### config.mk
export PLATFORM = sky130hd
export DESIGN_NAME = bcd_conv_scheduler
export DESIGN_NICKNAME = d
export VERILOG_FILES = /design/src/rtl/bcd_conv_scheduler.sv
export SDC_FILE = /design/constraint.sdc
export NUM_CORES = 1
export LEC_CHECK = 0
export ABC_AREA = 1
export CAP_MARGIN = 30
export CELL_PAD_IN_SITES_DETAIL_PLACEMENT = 1
export CELL_PAD_IN_SITES_GLOBAL_PLACEMENT = 2
export CORE_MARGIN = 2
export CORE_UTILIZATION = 25
export CTS_CLUSTER_SIZE = 30
export DETAILED_ROUTE_END_ITERATION = 8
export PLACE_DENSITY_LB_ADDON = 0.25
export SYNTH_ARGS = -nofsm -noshare
export SYNTH_HDL_FRONTEND = slang
export SYNTH_SLANG_ARGS = --single-unit
export TNS_END_PERCENT = 5
### constraint.sdc
create_clock -name clk -period 3.3 [get_ports clk]
set_clock_uncertainty 0.2 [all_clocks]
set_input_delay 0.66 -clock clk [delete_from_list [all_inputs] [get_ports clk]]
set_output_delay 0.66 -clock clk [all_outputs]
set_load 0.05 [all_outputs]
### src/rtl/bcd_conv_scheduler.sv
// Round-robin scheduler sharing one sequential binary-to-BCD converter among
// four channels. Each channel's result is latched in its own bcd_out lane.
module bcd_conv_scheduler #(
    parameter int unsigned TIMEOUT = 64
) (
    input  logic        clk,
    input  logic        reset_n,
    input  logic [3:0]  req,
    input  logic [47:0] bin_in,
    output logic [3:0]  ack,
    output logic        conv_start,
    output logic [11:0] conv_bin,
    input  logic        conv_done,
    input  logic [15:0] conv_bcd,
    output logic [63:0] bcd_out,
    output logic        busy,
    output logic [1:0]  grant_id,
    output logic        timeout_err
);

    typedef enum logic [1:0] {
        S_IDLE,
        S_LAUNCH,
        S_WAIT,
        S_STORE
    } state_t;

    state_t      state, state_nxt;
    logic [1:0]  rr_ptr;
    logic [1:0]  pick;
    logic [7:0]  tmo_cnt;
    logic        timed_out;

    assign timed_out = (tmo_cnt == 8'(TIMEOUT - 1));

    // Descending scan so the requester closest above rr_ptr wins.
    always_comb begin
        pick = rr_ptr;
        for (int i = 3; i >= 0; i--) begin
            if (req[rr_ptr + 2'(i)]) pick = rr_ptr + 2'(i);
        end
    end

    // NOTE: asynchronous reset in the sensitivity list, and non-blocking
    // assignments so every flop samples the pre-edge value of its neighbours.
    always_ff @(posedge clk or negedge reset_n) begin
        if (!reset_n) state <= S_IDLE;
        else          state <= state_nxt;
    end

    // NOTE: default assignment first, so no path leaves state_nxt unassigned
    // and no latch is inferred.
    always_comb begin
        state_nxt = state;
        unique case (state)
            S_IDLE:   if (|req) state_nxt = S_LAUNCH;
            S_LAUNCH: state_nxt = S_WAIT;
            S_WAIT: begin
                if (conv_done)      state_nxt = S_STORE;
                else if (timed_out) state_nxt = S_IDLE;
            end
            S_STORE:  state_nxt = S_IDLE;
            default:  state_nxt = S_IDLE;
        endcase
    end

    always_comb begin
        conv_start = (state == S_LAUNCH);
        busy       = (state != S_IDLE);
        ack        = (state == S_STORE) ? (4'b0001 << grant_id) : 4'b0000;
    end

    always_ff @(posedge clk or negedge reset_n) begin
        if (!reset_n) begin
            rr_ptr      <= '0;
            grant_id    <= '0;
            conv_bin    <= '0;
            bcd_out     <= '0;
            tmo_cnt     <= '0;
            timeout_err <= 1'b0;
        end else begin
            unique case (state)
                S_IDLE: begin
                    if (|req) begin
                        grant_id <= pick;
                        conv_bin <= bin_in[int'(pick) * 12 +: 12];
                    end
                end
                S_LAUNCH: tmo_cnt <= '0;
                S_WAIT: begin
                    tmo_cnt <= tmo_cnt + 8'd1;
                    // Completion takes priority over a simultaneous timeout.
                    if (conv_done) begin
                        bcd_out[int'(grant_id) * 16 +: 16] <= conv_bcd;
                    end else if (timed_out) begin
                        timeout_err <= 1'b1;
                        rr_ptr      <= grant_id + 2'd1;
                    end
                end
                S_STORE: rr_ptr <= grant_id + 2'd1;
                default: ;
            endcase
        end
    end

endmodule

# Word level (Yosys, flattened, before mapping)
# Cells that the tools add are included.
[totals]
reg_bits = 91
out_inout_bits = 85
word_cells = 63
[classes]
addsub = 6
multipliers = 1
magnitude_cmp = 4
eq_ne = 8
n_shift = 4
muxes = 22
bitwise_logic = 1
n_reduce_logical = 10
[op_table]
columns = ["op", "n"]
rows = [
  ["$bwmux W64", 1],
  ["$shift A16 B33 Y64 const A", 1],
  ["$shiftx A16 B33 Y64", 1],
  ["$shiftx A48 B7 Y12", 1],
  ["$neg A6 Y33", 1],
  ["$mux W2", 9],
  ["$pmux W8 S2", 1],
  ["$lt A2 B3 Y1 const B", 4],
  ["$add A8 B1 Y8 const B", 1],
  ["$bmux W1 S2", 4],
  ["$eq A8 B6 Y1 const B", 1],
  ["$pmux W2 S4", 1],
  ["$ne A2 B2 Y1 const B", 3],
  ["$reduce_and A2 Y1", 3],
  ["$reduce_and A3 Y1", 2],
  ["$reduce_bool A2 Y1", 3],
  ["$add A2 B1 Y2 const B", 2],
  ["$add A2 B2 Y2 const B", 2],
  ["$eq A2 B2 Y1 const B", 2],
  ["$mul A2 B2 Y4 const B", 1],
  ["$mux W1", 4],
  ["$mux W4", 1],
  ["$pmux W2 S2", 1],
  ["$reduce_or A4 Y1", 1],
  ["5 further kinds", 5],
]

# Depth between registers and ports, before layout
# Gate-level depths: netlist (run 1).
[depth]
word_depth = 9
depth_mapped = 16

# Least setup slack after synthesis (run 1)
# Ideal clock, no wire load.
[synth_timing]
kind = "reg-to-reg"
startpoint = "register grant_id[0]"
endpoint = "register bcd_out[39]"
setup_time_ns = 0.067
arrival_time_ns = 2.502
required_time_ns = 3.033
setup_slack_ns = 0.531
stages_incl_launch_ff = 9
synth_period_minus_slack_ns = 2.769
cell_sequence = "dfrtp_1 -> clkinv_1 -> clkbuf_1 -> ha_1 -> inv_1 -> nor2_1 -> clkbuf_1 -> nand4_1 -> nand2_1"
[synth_between]
elab_chain_len = 3
[synth_rtl]
columns = ["element", "line_no", "source"]
rows = [
  ["start, declared", "17", "output logic [1:0] grant_id,"],
  ["start signal, assigned", "85", "grant_id <= pick;"],
  ["$neg A6 Y33 (*)", "94", "bcd_out[int'(grant_id) * 16 +: 16] <= conv_bcd;"],
  ["$shiftx A16 B33 Y64 / $shift A16 B33 Y64 (equally long branches)", "94", ""],
  ["$bwmux W64 (*)", "94", ""],
  ["end signal, assigned by index", "94", ""],
  ["end, declared", "15", "output logic [63:0] bcd_out,"],
]
# Every way passes the cells marked *; elsewhere a longest branch is shown, timed or not.
# A chain may end at the register's enable or synchronous reset.

# Worst setup path in the final report (run 1)
[layout_timing]
startpoint = "register grant_id[0]"
endpoint = "output ack[0]"
[layout_between]
elab_chain_len = 2
[layout_rtl]
columns = ["element", "line_no", "source"]
rows = [
  ["$shl A1 B2 Y4", "70", "ack = (state == S_STORE) ? (4'b0001 << grant_id) : 4'b0000;"],
  ["$mux W4", "70", ""],
  ["end, declared", "10", "output logic [3:0] ack,"],
]
# No other way between the ends.

==> metrics, run 1 <==
status completed; CTS tree built; Skew-Pair Late Insertion Delay around 0.35 ns; yosys warns 0; vias in the first global route roughly 5000; cell accounting for the most synthesized area dfrtp_1; fmax around 0.34 GHz; Placer Congestion 0.760; Tmin final slightly below 3 ns; CP top delay family buffers and inverters; worst-path maximum fanout 35; Die H about 140 microns; final setup fails 0; PwrDens roughly 1100 nW/um^2; max cap viols 0; worst setup margin 0.327 ns; DRC Markers 0; post-synth top area share about half; initial antenna violation count 0; Total Routed Length around 17 mm; All-Layer GR Usage 17.1%; die extent in x 141 microns; vias per cell 4.79; Critical Path Start Type flop; Slew Limit Headroom between 40% and 50%; Critical path origin grant_id[0]$_DFFE_PN0P_; netlist area before placement around 4700 sq um; Req. time, crit path around 2.4 ns; Synth Instances approximately 600; reg2reg setup slack ~0.62 ns; post-cts sizing count 0; most common cell after layout, fill and taps aside nand2_1; # IOs ~160; total negative slack 0 ns; TritonRoute pass-1 iters 4; register area share after synthesis 48.7%; antenna-violating nets left 0; # rows 50; setup slack at placement between 0.3 and 0.4 ns; r2r startpoint grant_id[0]$_DFFE_PN0P_; CP arrival between 2 and 2.5 ns; post-DP HPWL roughly 12 mm; max-slew violations 0; post-CTS setup buffers 0; Initial Utilization 25.2%; input/output buffers between 150 and 200; CTS Root Cell clkbuf_16; first-pass GRT wire length between 20 and 30 mm; core area about 19000 sq um; crit end category output port; n_diodes 0; clock sink count 91; Hold-fix buffers, CTS 0; CP Class flop to output port; fin nets 823; H-tree depth 3; area grow syn2layout 44.8%; fraction of layout cells with a size suffix above 1 under 10%; Max IR drop VDD roughly 0.6 mV; syn nets roughly 680; CTS buffer count 9; leakage power roughly 3.3 nW; Async SR Flop Fraction between 90% and 100%; slowest cell delay on critical path 0.40 ns; most frequent cells in the layout 168 x nand2_1, 152 x clkdlybuf4s50_1, 91 x dfrtp_1; via count approximately 4700; endpoints failing hold 0; RSZ-0062 raised after global routing no; WP buf/inv 5; most used cell along the critical path buf_4; syn avg cell area 7.88 sq um; Worst path slowest cell dfrtp_1; total gr overflow 0; Die Area roughly 20000 sq um; count of different cell masters after synthesis 28; Area contributors post-synth dfrtp_1 49%, nand2_1 13%, nand3_1 9.1%; crit share post-route between 90% and 100%; Seq cells post-synth 91; Top FF cell, synth dfrtp_1; Reg2Reg Depth 7; Detailed Route Iter0 Violations 225; largest net degree at the start of global routing 50; Reg clk slew, reported paths around 0.060 ns; Worst Hold Class input pin to async pin; worst-path cell chain buf_4 > clkinv_1 > buf_4 > ha_1 > nand2_1 > inv_1 > buf_4; number of synthesized flops with an enable pin 0; Stages on worst setup path 7; Slew @ Worst Pin ~0.76 ns; reg2reg end bcd_out[50]$_DFFE_PN0P_; Setup crit end ack[0]; WL/cell roughly 17 microns; CTS max path bufs 2
-- report_power, final --
| group | total, W | switching, W | internal, W |
|---|---|---|---|
| registers | 0.00177 | 0.000274 | 0.00150 |
| clock network | 0.00107 | 0.000461 | 0.000613 |
| logic | 0.00440 | 0.00311 | 0.00130 |
-- state kept, by name (all words and copies together), names as in the netlist --
signal / cells
timeout_err: 1
conv_bin: 12
rr_ptr: 2
grant_id: 2
tmo_cnt: 8
bcd_out: 64
state: 2
-- per-layer routing --
| metal | track usage, % | vias to the layer above | routed length (microns) |
|---|---|---|---|
| met5 | 0 | - | 0 |
| met4 | 7.37 | 0 | 443 |
| met3 | 3.19 | 29 | 882 |
| met2 | 26.8 | 144 | 7350 |
| met1 | 23.2 | 2244 | 7930 |
| li1 | - | 2277 | - |
-- worst min-delay path by stage --
stage / start / endpoint / cells after the start
floorplan: reset_n / bcd_out[0]$_DFFE_PN0P_ / 0
global placement: timeout_err$_DFFE_PN0P_ / timeout_err$_DFFE_PN0P_ / 2
detailed placement: timeout_err$_DFFE_PN0P_ / timeout_err$_DFFE_PN0P_ / 2
CTS: reset_n / bcd_out[14]$_DFFE_PN0P_ / 1
global route: reset_n / bcd_out[14]$_DFFE_PN0P_ / 1
finish: reset_n / bcd_out[9]$_DFFE_PN0P_ / 1
-- cell type report --
class,count,area (sq um)
Fill cell,2193,11700
Sequential cell,91,2280
Multi-Input combinational cell,424,2060
Timing Repair Buffer,169,1660
Tap cell,234,293
Clock buffer,11,243
Inverter,45,171
Clock inverter,5,60.1
-- stage by stage --
stage | hold slack (ns) | power, W | std cells | area [sq um] | utilization [%]
after detailed placement | 0.269 | 0.00623 | 963 | 6470 | 34.9
after floorplan | 0.164 | 0.00478 | 593 | 4670 | -
after global routing | 0.179 | 0.00778 | 979 | 6770 | 36.6
after CTS | 0.157 | 0.00735 | 979 | 6770 | 36.6
after global placement | 0.254 | 0.00614 | 963 | 6470 | 34.9
final | 0.130 | 0.00725 | 979 | 6770 | 36.6
-- cells by family (layout without fill, tap and decap cells) --
family	Yosys count	count (layout)	share of synthesized area (%)
fa+ha+maj	12	12	3.21
compound gates	99	99	10.9
buf+inv	78	230	7.12
flops	91	91	48.7
simple gates	313	313	30.0
-- cells in the mapped netlist (all sizes together), types with 3 or more instances --
library cell    n
nand4          33
inv            44
nand3          86
nor3            3
ha             12
nor2           18
a21oi           7
clkbuf         24
dfrtp          91
buf             9
o21ai          86
nand2         172
(Power assumes the default switching activity.)
==> run 2: changes to the inputs <==
- ABC_AREA: 1 -> not set
- ABC_CLOCK_PERIOD_IN_PS: not set -> 3300
- CORE_UTILIZATION: 25 -> 28
==> run 2 against run 1 <==
Largest cell class unchanged. Die area fell by 18%. Hold slack gained 0.027 ns. Total power shrank 5.4%. Count of clock-buffer cells in the layout up 1.
==> metrics, run 2 <==
status completed; antenna-violating nets left 0; clock sink count 91; Largest register FFs 64; Seq cells post-synth between 90 and 100; WL/cell roughly 20 microns; CP top delay family buffers and inverters; worst-path cell chain inv_2 > ha_1 > and2_1 > clkdlybuf4s50_1; total gr overflow 0; Final Cell Area ~6400 sq um; initial antenna violation count 0; Detailed Route Iter0 Violations 152; final setup fails 0; Tmin final 3.14 ns; Worst Hold Class input pin to async pin; Initial Utilization between 20% and 30%; most frequent cells in the layout 153 x clkdlybuf4s50_1, 91 x dfrtp_1, 64 x a22o_1; Critical path origin grant_id[0]$_DFFE_PN0P_; vias per cell around 5; vias in the first global route about 3800; Reg clk slew, reported paths 0.06 ns; Setup crit end ack[2]; post-cts sizing count 0; post-DP HPWL just under 10 mm; leakage power 2.67 nW; Slew @ Worst Pin ~0.74 ns; Req. time, crit path between 2 and 2.5 ns; most frequent cells after synthesis 91 x dfrtp_1, 64 x a22o_1, 23 x a211oi_2, 17 x nor2_1; reg2reg end bcd_out[7]$_DFFE_PN0P_; CTS buffer count 9; r2r startpoint grant_id[0]$_DFFE_PN0P_; Die H between 100 and 150 microns; n_diodes 0; largest net degree at the start of global routing between 50 and 60; reg2reg setup slack between 0.9 and 1 ns; fin nets approximately 580; Max IR drop VDD around 0.37 mV; DRC Markers 0; setup slack at placement approximately 0.33 ns; Placer Congestion between 0.7 and 0.8; Inst Count DP just under 700; # rows 45; syn nets around 420; total negative slack 0 ns; Die Area 16300 sq um; Skew-Pair Late Insertion Delay 0.34 ns; Regs by FF count bcd_out x64, conv_bin x12, tmo_cnt x8; WP buf/inv 2; input/output buffers approximately 160; most common cell after layout, fill and taps aside clkdlybuf4s50_1; Stages on worst setup path 4; Biggest register bcd_out; first-pass GRT wire length 21.8 mm; worst-path maximum fanout 9; Reg2Reg Depth 5; post-synth top area share 53.2%; Total Routed Length 13.9 mm; RSZ-0062 raised after global routing no; Top FF cell, synth dfrtp_1; worst setup margin about 0.16 ns; post-CTS setup buffers 0; crit share post-route a little over nine tenths; slowest cell delay on critical path around 0.70 ns; area grow syn2layout 48.9%; Slew Limit Headroom 50.4%; register area share after synthesis 53.2%; Hold-fix buffers, CTS 0; fill cell total of the finished layout approximately 1600; CP arrival about 2.3 ns; yosys warns 0; CP Class flop to output port; endpoints failing hold 0; max cap viols 0; Critical Path Start Type flop; fmax between 0.3 and 0.4 GHz; All-Layer GR Usage between 15 and 20%; CTS max path bufs 2; TritonRoute pass-1 iters 4; syn avg cell area ~13 sq um; CTS tree built; Min Hold Slack 0.157 ns; Area after DPL 6070 sq um; Synth Instances 340; via count around 3500; max-slew violations 0; cell accounting for the most synthesized area dfrtp_1; core area ~15000 sq um; Worst path slowest cell clkdlybuf4s50_1; number of synthesized flops with an enable pin 0; die extent in x approximately 130 microns; CTS Root Cell clkbuf_16; PwrDens approximately 1100 nW/um^2; fraction of layout cells with a size suffix above 1 a little over an eighth; count of different cell masters after synthesis just under 50; Async SR Flop Fraction 100%; netlist area before placement 4280 sq um; Area contributors post-synth dfrtp_1 53%, a22o_1 13%, a211oi_2 6.7%; crit end category output port; Finished Layout Cells ~690; H-tree depth 3; # IOs around 160; most frequent cell after synthesis dfrtp_1
-- run 2: cell count changes after synthesis, sizes merged, moves of 13 or more --
cell / change
nand2: -168
o21ai: -77
nand4: -32
nor4b: +15
mux2i: +13
nand3: -73
a211oi: +24
inv: -30
a22o: +64
clkbuf: -15
-- run 2: layer usage --
layer | up-vias | wire length (microns) | GRT usage, %
li1 | 1610 | - | -
met1 | 1778 | 6080 | 22.0
met2 | 99 | 7070 | 29.8
met3 | 7 | 647 | 4.06
met4 | 0 | 121 | 4.27
met5 | - | 0 | 0
-- run 2: layout make-up --
cell class                      instances  area (sq um)  area share [%]
Clock buffer                           12           246            3.87
Clock inverter                          3          46.3           0.727
Inverter                               14          52.6           0.825
Multi-Input combinational cell        214          1850            29.0
Sequential cell                        91          2280            35.8
Tap cell                              188           235            3.69
Timing Repair Buffer                  169          1660            26.1
-- run 2: metrics by stage --
step                      utilization (%)  power (W)
after floorplan                         -    0.00449
after global placement               40.3    0.00580
after detailed placement             40.3    0.00587
after CTS                            42.2    0.00694
after global routing                 42.2    0.00721
final                                42.2    0.00686
-- run 2: kinds of logic after synthesis --
| kind of cell | synth area share (%) |
|---|---|
| buffers and inverters | 4.42 |
| flip-flops | 53.2 |
| XOR/XNOR | 0.410 |
| multiplexers | 3.57 |
| adder cells (fa/ha/maj) | 3.51 |
| AND/OR/NAND/NOR | 11.0 |
| AO/OA/AOI/OAI | 23.9 |
-- run 2: worst min-delay path by stage --
stage | from | to | slack [ns] | cells past startpoint
floorplan | reset_n | bcd_out[0]$_DFFE_PN0P_ | 0.16 | 0
global placement | timeout_err$_DFFE_PN0P_ | timeout_err$_DFFE_PN0P_ | 0.26 | 1
detailed placement | timeout_err$_DFFE_PN0P_ | timeout_err$_DFFE_PN0P_ | 0.25 | 1
CTS | reset_n | bcd_out[63]$_DFFE_PN0P_ | 0.19 | 1
global route | reset_n | bcd_out[63]$_DFFE_PN0P_ | 0.22 | 1
finish | reset_n | bcd_out[63]$_DFFE_PN0P_ | 0.16 | 1
-- run 2: power breakdown --
part,switching [W],internal [W],total [W],leakage (nW)
clock network,0.000437,0.000607,0.00104,0.139
registers,0.000317,0.00156,0.00188,1.21
logic,0.00252,0.00141,0.00394,1.32
total,0.00328,0.00358,0.00686,2.67
==> run 3: changes to the inputs <==
- REMOVE_ABC_BUFFERS: not set -> 1
- TNS_END_PERCENT: 5 -> 20
==> run 3 against run 2 <==
Non-clock buffer count fell by 1. Sequential cell count did not move. Clock power barely moved. Core utilization barely moved. First-iteration DRC count fell by 2.6%. Total power rose by 0.12%. Count of clock-buffer cells in the layout fell by 3. Setup slack improved by 0.043 ns. Via count rose by 1.9%. Die area did not move. Combinational power barely moved. Critical path type unchanged. Final cell count did not move.
==> metrics, run 3 (synthesis gave the netlist of run 2 again) <==
status completed; CTS buffer count 9; n_diodes 0; Worst Hold Class input pin to async pin; vias in the first global route just under 4000; sw power 0.00330 W; All-Layer GR Usage approximately 17%; Req. time, crit path roughly 2.4 ns; most common cell after layout, fill and taps aside clkdlybuf4s50_1; H-tree depth 3; CP Class flop to output port; DRC Markers 0; crit end category output port; PwrDens approximately 1100 nW/um^2; die extent in x 128 microns; Area after DPL around 6100 sq um; clock sink count between 90 and 100; Reg clk slew, reported paths around 0.070 ns; input/output buffers 155; Initial Utilization about 28%; Total Routed Length about 14 mm; reg2reg setup slack roughly 0.93 ns; area grow syn2layout 48.9%; Detailed Route Iter0 Violations between 100 and 150; post-cts sizing count 0; setup slack at placement 0.131 ns; final setup fails 0; WL/cell 19.6 microns; via count 3561; post-CTS setup buffers 0; total gr overflow 0; Placer Congestion ~0.77; max cap viols 0; Regs by FF count bcd_out x64, conv_bin x12, tmo_cnt x8; CTS tree built; endpoints failing hold 0; Final Cell Area 6370 sq um; # IOs ~160; fmax 0.323 GHz; antenna-violating nets left 0; Slew @ Worst Pin 0.754 ns; initial antenna violation count 0; CTS Root Cell clkbuf_16; Tmin final 3.09 ns; leakage power 2.68 nW; fraction of layout cells with a size suffix above 1 roughly 14%; Max IR drop VDD approximately 0.44 mV; TritonRoute pass-1 iters 4; crit share post-route between 90% and 100%; Die Area between 15000 and 20000 sq um; Pint about 0.0036 W; combinational share of power 57.2%; Skew-Pair Late Insertion Delay approximately 0.35 ns; RSZ-0062 raised after global routing no; Critical Path Start Type flop; Hold-fix buffers, CTS 0; share of total power in sequential cells about 27%; worst-path maximum fanout 9; core area 15100 sq um; Slew Limit Headroom between 40% and 50%; # rows 45; clock share of power between 10% and 20%; total negative slack 0 ns; Largest register FFs 64; worst setup margin between 0.2 and 0.25 ns; CTS max path bufs 2; post-DP HPWL between 9 and 10 mm; fin nets 581; Biggest register bcd_out; CP arrival approximately 2.2 ns; first-pass GRT wire length approximately 22 mm; vias per cell a little over 5; Die H about 130 microns; Min Hold Slack about 0.16 ns; most frequent cells in the layout 153 x clkdlybuf4s50_1, 91 x dfrtp_1, 64 x a22o_1; sw frac approximately half; largest net degree at the start of global routing 92; max-slew violations 0
[run 3: changes by cell type in the layout (fill, tap and decap cells not counted)]
| cell | change |
|---|---|
| clkbuf_8 | -1 |
| buf_4 | -1 |
| clkinv_4 | +1 |
| inv_8 | +1 |
| clkbuf_1 | -2 |
| clkinv_2 | +2 |
[run 3: cell type report]
cell class | count | area [sq um]
fill | 1614 | 8720
clock buffer | 9 | 225
timing repair buffer | 168 | 1660
multi-input combinational | 214 | 1850
tap | 188 | 235
sequential | 91 | 2280
inverter | 14 | 52.6
clock inverter | 7 | 76.3
[run 3: path summary, 6_finish.rpt]
path / endpoint / depth (start not counted) / start
max: ack[2] / 4 / grant_id[0]$_DFFE_PN0P_
min: bcd_out[49]$_DFFE_PN0P_ / 2 / reset_n
max reg2reg: rr_ptr[1]$_DFFE_PN0P_ / 6 / tmo_cnt[0]$_DFFE_PN0P_
min reg2reg: timeout_err$_DFFE_PN0P_ / 1 / timeout_err$_DFFE_PN0P_
max in group asynchronous: bcd_out[48]$_DFFE_PN0P_ / 2 / reset_n
min in group clk: timeout_err$_DFFE_PN0P_ / 1 / timeout_err$_DFFE_PN0P_
[run 3: power by group through the flow]
stage          registers (W)  clock network, W  logic (W)
2_1_floorplan        0.00328                 0    0.00112
3_3_place_gp         0.00189                 0    0.00389
3_5_place_dp         0.00190                 0    0.00396
4_1_cts              0.00189           0.00110    0.00397
5_1_grt              0.00195           0.00114    0.00414
6_report             0.00188           0.00106    0.00393
[run 3: metrics by stage]
stage                     power [W]  instances  util, %
after floorplan             0.00440        319        -
after global placement      0.00578        675     40.2
after detailed placement    0.00586        675     40.2
after CTS                   0.00696        691     42.2
after global routing        0.00723        691     42.2
final                       0.00687        691     42.2
[run 3: metal layers]
metal / GRT usage (%) / vias to the layer above / wire [microns]
met4: 5.95 / 0 / 207
li1: - / 1608 / -
met2: 27.1 / 128 / 6290
met5: 0 / - / 0
met3: 4.65 / 17 / 871
met1: 22.9 / 1808 / 6170
[run 3: worst max-delay path: stages, from the launching register on]
cell             delay [ns]
dfrtp_1                0.53
inv_2                  0.23
ha_1                   0.17
and2_1                 0.16
clkdlybuf4s50_1        0.81
